`src/rtl/operand_capture_register_if.sv`:
```
// Handshake and bus bundle for operand_capture_register: fill-side input, direct
// write port, and the presented operand set.
interface operand_capture_register_if #(
  parameter int WIDTH = 16,
  parameter int COUNT = 3,
  parameter int IDXW  = $clog2(COUNT)
);
  logic                   in_valid;
  logic                   in_ready;
  logic [WIDTH-1:0]       in_data;
  logic                   wr_en;
  logic [IDXW-1:0]        wr_idx;
  logic [WIDTH-1:0]       wr_data;
  logic                   out_valid;
  logic                   out_ready;
  logic [COUNT*WIDTH-1:0] out_data;
  logic [IDXW-1:0]        fill_idx;

  modport master (
    output in_valid, in_data, wr_en, wr_idx, wr_data, out_ready,
    input  in_ready, out_valid, out_data, fill_idx
  );

  modport slave (
    input  in_valid, in_data, wr_en, wr_idx, wr_data, out_ready,
    output in_ready, out_valid, out_data, fill_idx
  );
endinterface

```
`src/rtl/operand_capture_register.sv`:
```
// Collects COUNT words (e.g. SUBLEQ A/B/C operands) into slots, presents the full
// set until taken, and allows direct overwrite of any slot at any time.
module operand_capture_register #(
  parameter int WIDTH = 16,
  parameter int COUNT = 3,
  parameter int IDXW  = $clog2(COUNT)
) (
  input logic clk,
  input logic areset,
  input logic clear,
  operand_capture_register_if.slave bus
);

  localparam logic [IDXW-1:0] LAST_IDX = IDXW'(COUNT - 1);

  typedef enum logic {FILL, FULL} state_t;

  state_t           state, state_nxt;
  logic [IDXW-1:0]  fill_idx;
  logic [WIDTH-1:0] slot [COUNT];
  logic             capture;

  assign capture = bus.in_valid && (state == FILL);

  always_ff @(posedge clk) begin
    if (areset || clear) state <= FILL;
    else                 state <= state_nxt;
  end

  always_comb begin
    state_nxt = state;
    unique case (state)
      FILL: if (capture && (fill_idx == LAST_IDX)) state_nxt = FULL;
      FULL: if (bus.out_ready)                     state_nxt = FILL;
      default:                                     state_nxt = FILL;
    endcase
  end

  always_comb begin
    bus.in_ready  = (state == FILL);
    bus.out_valid = (state == FULL);
  end

  always_ff @(posedge clk) begin
    if (areset || clear) begin
      fill_idx <= '0;
    end else if (capture) begin
      fill_idx <= (fill_idx == LAST_IDX) ? '0 : fill_idx + IDXW'(1);
    end
  end

  // Direct write is evaluated after capture so it wins on a shared slot;
  // out-of-range wr_idx matches no slot and is dropped.
  always_ff @(posedge clk) begin
    if (areset || clear) begin
      for (int unsigned k = 0; k < COUNT; k++) slot[k] <= '0;
    end else begin
      for (int unsigned k = 0; k < COUNT; k++) begin
        if (capture && (fill_idx == IDXW'(k)))     slot[k] <= bus.in_data;
        if (bus.wr_en && (bus.wr_idx == IDXW'(k))) slot[k] <= bus.wr_data;
      end
    end
  end

  always_comb begin
    bus.out_data = '0;
    for (int unsigned k = 0; k < COUNT; k++) bus.out_data[k*WIDTH +: WIDTH] = slot[k];
    bus.fill_idx = fill_idx;
  end

endmodule

```
`src/flat_wrapper.sv`:
```
// flat-port wrapper written by rule: the top's interface ports become plain ports
module operand_capture_register_flat 
#(
  parameter int WIDTH = 16,
  parameter int COUNT = 3,
  parameter int IDXW  = $clog2(COUNT)
)
  (clk, areset, clear, bus_in_valid, bus_in_data, bus_wr_en, bus_wr_idx, bus_wr_data, bus_out_ready, bus_in_ready, bus_out_valid, bus_out_data, bus_fill_idx);
  operand_capture_register_if #(.WIDTH(WIDTH), .COUNT(COUNT), .IDXW(IDXW)) bus_i ();
  input logic clk;
  input logic areset;
  input logic clear;
  input wire logic [$bits(bus_i.in_valid)-1:0] bus_in_valid;
  input wire logic [$bits(bus_i.in_data)-1:0] bus_in_data;
  input wire logic [$bits(bus_i.wr_en)-1:0] bus_wr_en;
  input wire logic [$bits(bus_i.wr_idx)-1:0] bus_wr_idx;
  input wire logic [$bits(bus_i.wr_data)-1:0] bus_wr_data;
  input wire logic [$bits(bus_i.out_ready)-1:0] bus_out_ready;
  output wire logic [$bits(bus_i.in_ready)-1:0] bus_in_ready;
  output wire logic [$bits(bus_i.out_valid)-1:0] bus_out_valid;
  output wire logic [$bits(bus_i.out_data)-1:0] bus_out_data;
  output wire logic [$bits(bus_i.fill_idx)-1:0] bus_fill_idx;
  assign bus_i.in_valid = bus_in_valid;
  assign bus_i.in_data = bus_in_data;
  assign bus_i.wr_en = bus_wr_en;
  assign bus_i.wr_idx = bus_wr_idx;
  assign bus_i.wr_data = bus_wr_data;
  assign bus_i.out_ready = bus_out_ready;
  assign bus_in_ready = bus_i.in_ready;
  assign bus_out_valid = bus_i.out_valid;
  assign bus_out_data = bus_i.out_data;
  assign bus_fill_idx = bus_i.fill_idx;
  operand_capture_register #(.WIDTH(WIDTH), .COUNT(COUNT), .IDXW(IDXW)) u_core (.clk(clk), .areset(areset), .clear(clear), .bus(bus_i));
endmodule
```
`config.mk`:
```
export PLATFORM = sky130hd
export DESIGN_NAME = operand_capture_register_flat
export DESIGN_NICKNAME = d
export VERILOG_FILES = /design/src/rtl/operand_capture_register_if.sv /design/src/rtl/operand_capture_register.sv /design/src/flat_wrapper.sv
export SDC_FILE = /design/constraint.sdc
export NUM_CORES = 1
export LEC_CHECK = 0
export BUFFER_PORTS_ARGS = -buffer_cell sky130_fd_sc_hd__buf_4
export CAP_MARGIN = 10
export CORE_MARGIN = 3
export CORE_UTILIZATION = 30
export DETAILED_ROUTE_END_ITERATION = 10
export MAX_ROUTING_LAYER = met4
export SYNTH_ARGS = -nofsm -noshare
export SYNTH_HDL_FRONTEND = slang
export SYNTH_SLANG_ARGS = --single-unit
```
`constraint.sdc`:
```
create_clock -name clk -period 5.2 [get_ports clk]
set_input_delay 0.52 -clock clk [delete_from_list [all_inputs] [get_ports clk]]
set_output_delay 0.52 -clock clk [all_outputs]
set_load 0.1 [all_outputs]
```
# == Yosys cells after proc, flatten, opt, wreduce, memory -nomap -nowiden ==
# Memories as Yosys holds them, arrays and structs flattened.
# Index checks and enable logic that the tools add are counted.
# word_totals
ff_bits,3
mem_bits_rw,48
output_inout_bits,52
word_cells,54
n_memories,1
# classes
add_sub_neg,1
eq_ne,4
muxes,29
bitwise,7
n_reduce_logical,10
# mem_list
name,words,word_bits,rd,rd_clocked_by_memory_dff,wr,line_no,text
u_core.slot,3,16,3,0,3,operand_capture_register.sv:20,logic [WIDTH-1:0] slot [COUNT];
# op_table
cell,count
two-way mux 16 bit,6
two-way mux 1 bit,21
logical AND 1 bit,7
OR 1 bit,6
"== test 2 x 1 -> 1 bit, second input constant",2
"== test 2 bit, second input constant",2
zero test 2 bit,2
"adder 2 x 1 -> 2 bit, second input constant",1
two-way mux 2 bit,1
case mux 1 bit (2 select lines),1
logical OR 1 bit,1
inverter 1 bit,1

# == Longest topological paths before layout ==
# logic_depth
word_depth,8
ltp_mapped,5

# == Worst setup path after synthesis ==
# No wires, ideal clock.
# synth_path
kind,reg2out
startpoint,register u_core.state (netlist: u_core.bus.out_valid)
endpoint,output bus_in_ready
arrival_ns,1.670
required_ns,4.680
setup_slack_ns,3.010
stages_incl_launch_ff,2
n_path_buf,0
cell_sequence,dfxtp_1 -> inv_1
# synth_between
elab_chain_len,1
# synth_lines
element,line_no,text
"start, declared",operand_capture_register.sv:18,"state_t state, state_nxt;"
"start signal, assigned",operand_capture_register.sv:27,else state <= state_nxt;
inverter 1 bit,operand_capture_register.sv:40,bus.in_ready = (state == FILL);
"end, declared",flat_wrapper.sv:19,output wire logic [$bits(bus_i.in_ready)-1:0] bus_in_ready;
# Every way passes these cells.

==> metrics.md <==
| Metric | Value |
|---|---|
| Run status | finished clean |
| Slew Limit Fails | 0 |
| Asr flop ratio synth | 0 |
| Period utilization | 0.5331 |
| Clk_lat worst skew | between 300 and 400 ps |
| Endpoints failing setup | 0 |
| Tightest Hold Check Type | in2reg |
| Detailed router's first-iteration violation count | 109 |
| Layout cells sized above 1 | 0.2873 |
| Gpl congestion | 0.7543 |
| Nets | 394 |
| Maximum vdd drop | between 90 and 100 µV |
| Ports | 92 |
| Critical Path Slowest Stage Cell | nand4_1 |
| Setup bufs post-CTS | 0 |
| Max Clk Rate | 360.7 MHz |
| Sequential fraction of design power | 0.462 |
| DP Area | approximately 3500 µm² |
| CP startpoint kind | primary input |
| CTS buffer count | 5 |
| First-pass GRT wire length | 10750 µm |
| Mapped Cells | about 270 |
| Number of synthesized register bits | about 50 |
| Clk_skew | 12.74 ps |
| DRC | 0 |
| Max-Cap Viols | 0 |
| Top Family by Delay on Critical Path | simple AND/OR/NAND/NOR gates |
| Tightest Pin Transition | 1085 ps |
| Static leakage | 1.475 nW |
| EDFF count, synth | 48 |
| Critical path class | in2reg |
| Starting Density | 0.3145 |
| Root Buffer | clkbuf_8 |
| CTS max path bufs | 2 |
| CORE AREA | 8848 µm² |
| Largest net degree at the start of global routing | 69 |
| YS warnings | 0 |
| Comb power frac | 0.331 |
| Design area | 3601 µm² |
| Number of buffers and inverters on the critical path | 1 |
| Die Area | 10470 µm² |
| CP arrival | 2860 ps |
| Clock period minus worst slack | about 2800 ps |
| Fin. Hold Viols | 0 |
| RSZ-0062 raised after global routing | false |
| N_diodes | 0 |
| Detail Placement HPWL | 5252 µm |
| Die Ht | 102.3 µm |
| Clock network power share | 0.207 |
| Synth Cell Area | 2783 µm² |
| Power Density | roughly 300 nW/µm² |
| Post-CTS Resized | 0 |
| Avg Inst Size Synth | 10.23 µm² |
| Worst rel slew slack | 0.2746 |
| DR pass1 iterations | 4 |
| Clk slew on worst S/H paths | 90 ps |
| IO Port Bufs | 91 |
| CP max stage delay | around 990 ps |
| Switching part of the total | 0.3857 |
| Post-Syn Nets | between 300 and 400 |
| Ys flop type | edfxtp_1 |
| R2r setup slk | 2840 ps |
| CP required | roughly 5300 ps |
| Die width | 102.3 µm |
| NetSw | 0.0004105 W |
| Rows | 34 |
| Highest net fanout along the worst path | 32 |
| Clock sinks | 51 |
| Antenna-violating nets left | 0 |
| Internal power | around 0.00065 W |
| Initial antenna violation count | 0 |
| Post-Route WL | around 7200 µm |
| Vias after detailed routing | approximately 2200 |
| Area Growth Syn to Fin | 29.41% |
| Vias in the first global route | 1989 |
| H-tree depth | 2 |
| Seq/Total Area, Yosys | 0.5396 |
| Crit-path cells | buf_4 > nor2_2 > nand4_1 > o21ai_0 |
| DR vias/cell | 4.721 |
| Worst setup EP type | flop |
| DR WL/cell | roughly 16 µm |
| Yosys cell types | 24 |
| GRT Overall Usage | 0.1389 |
| Hold-fix buffers, CTS | 0 |
| Setup TNS Final | 0 ps |
| GRT overflow | 0 |
| Hold slack | around 480 ps |
| CTS tree | done |
[cells by family after synthesis]
family,after synthesis,synth area share
flip-flops,51,0.5396
buffers and inverters,35,0.05710
AND/OR/NAND/NOR,100,0.2248
AO/OA/AOI/OAI,86,0.1785
[worst min-delay path: stages]
cell,delay [ps]
buf_4,70
nand2b_1,80
a21oi_1,60
[stage by stage]
step / instances / setup slack [ps] / total power [W] / util
after CTS: 463 / 2369 / 0.001071 / 0.4070
after global routing: 463 / 2172 / 0.001104 / 0.4070
final: 463 / 2428 / 0.001064 / 0.4070
after floorplan: 272 / 3010 / 0.0007646 / -
after global placement: 455 / 2274 / 0.0008545 / 0.3979
after detailed placement: 455 / 2057 / 0.0008559 / 0.3979
[state kept, by name, summed over array words and instances, names as in the netlist]
name                  flops
u_core.slot              48
u_core.bus.out_valid      1
u_core.bus.fill_idx       2
[synth_stat cells (3+ instances only)]
master | count | area (µm²)
o21ai_0 | 59 | 295.3
edfxtp_1 | 48 | 1441
nor2b_1 | 34 | 212.7
and2_1 | 32 | 200.2
inv_1 | 17 | 63.81
nand3_1 | 16 | 80.08
o2bb2ai_1 | 16 | 140.1
clkbuf_1 | 11 | 41.29
nand2_1 | 5 | 18.77
o21ai_1 | 5 | 25.02
a21oi_1 | 4 | 20.02
buf_2 | 4 | 20.02
nand3b_1 | 4 | 30.03
buf_6 | 3 | 33.78
dfxtp_1 | 3 | 60.06
nand2b_1 | 3 | 18.77
[cells in the final DEF (no fill, tap or decap)]
master | synthesis | layout
nand3b_1 | 4 | 4
or3_1 | 1 | 1
or2_1 | 1 | 1
buf_4 | 0 | 93
nor2_2 | 1 | 1
dfxtp_1 | 3 | 3
edfxtp_1 | 48 | 48
o21ai_0 | 59 | 59
o211ai_1 | 1 | 1
clkbuf_8 | 0 | 5
nor2b_1 | 34 | 34
nand4_1 | 1 | 1
a21oi_2 | 1 | 1
nor3_4 | 1 | 1
o21ai_1 | 5 | 5
clkbuf_1 | 11 | 3
nand3_1 | 16 | 16
nand2b_1 | 3 | 3
and2_1 | 32 | 32
nand2_1 | 5 | 5
a21oi_1 | 4 | 4
inv_1 | 17 | 17
o2bb2ai_1 | 16 | 16
nor4b_4 | 1 | 1
[routing by layer]
metal  share of wire  GRT usage  up-vias
met4          0.0047    0.03027        0
met3           0.052    0.02799        4
li1                -          -     1126
met2            0.49     0.2199       56
met1            0.45     0.1852     1000
met5               0          -        -
[layout make-up]
cell class	count	area (µm²)
Fill cell	861	5248
Sequential cell	51	1501
Multi-Input combinational cell	186	1122
Timing Repair Buffer	93	698.2
Tap cell	108	135.1
Clock buffer	8	80.08
Inverter	17	63.81
[worst paths after layout]
kind | endpoint | cells past startpoint | startpoint
max | u_core.slot[0][14]$_SDFFCE_PP0P_ | 4 | clear
min | u_core.bus.out_valid$_SDFF_PP0_ | 3 | bus_out_ready
max reg2reg | u_core.slot[0][14]$_SDFFCE_PP0P_ | 3 | u_core.bus.out_valid$_SDFF_PP0_
min reg2reg | u_core.bus.fill_idx[1]$_SDFFE_PP0N_ | 2 | u_core.bus.fill_idx[1]$_SDFFE_PP0N_
[power by group through the flow]
| stage | Combinational, W | Sequential [W] | Clock, W |
|---|---|---|---|
| floorplan | 0.0000564 | 0.000708 | 0 |
| global placement | 0.000353 | 0.000502 | 0 |
| detailed placement | 0.000355 | 0.000501 | 0 |
| CTS | 0.000355 | 0.000492 | 0.000224 |
| global route | 0.000367 | 0.000494 | 0.000242 |
| finish | 0.000352 | 0.000492 | 0.000220 |
(Power assumes the default switching activity.)
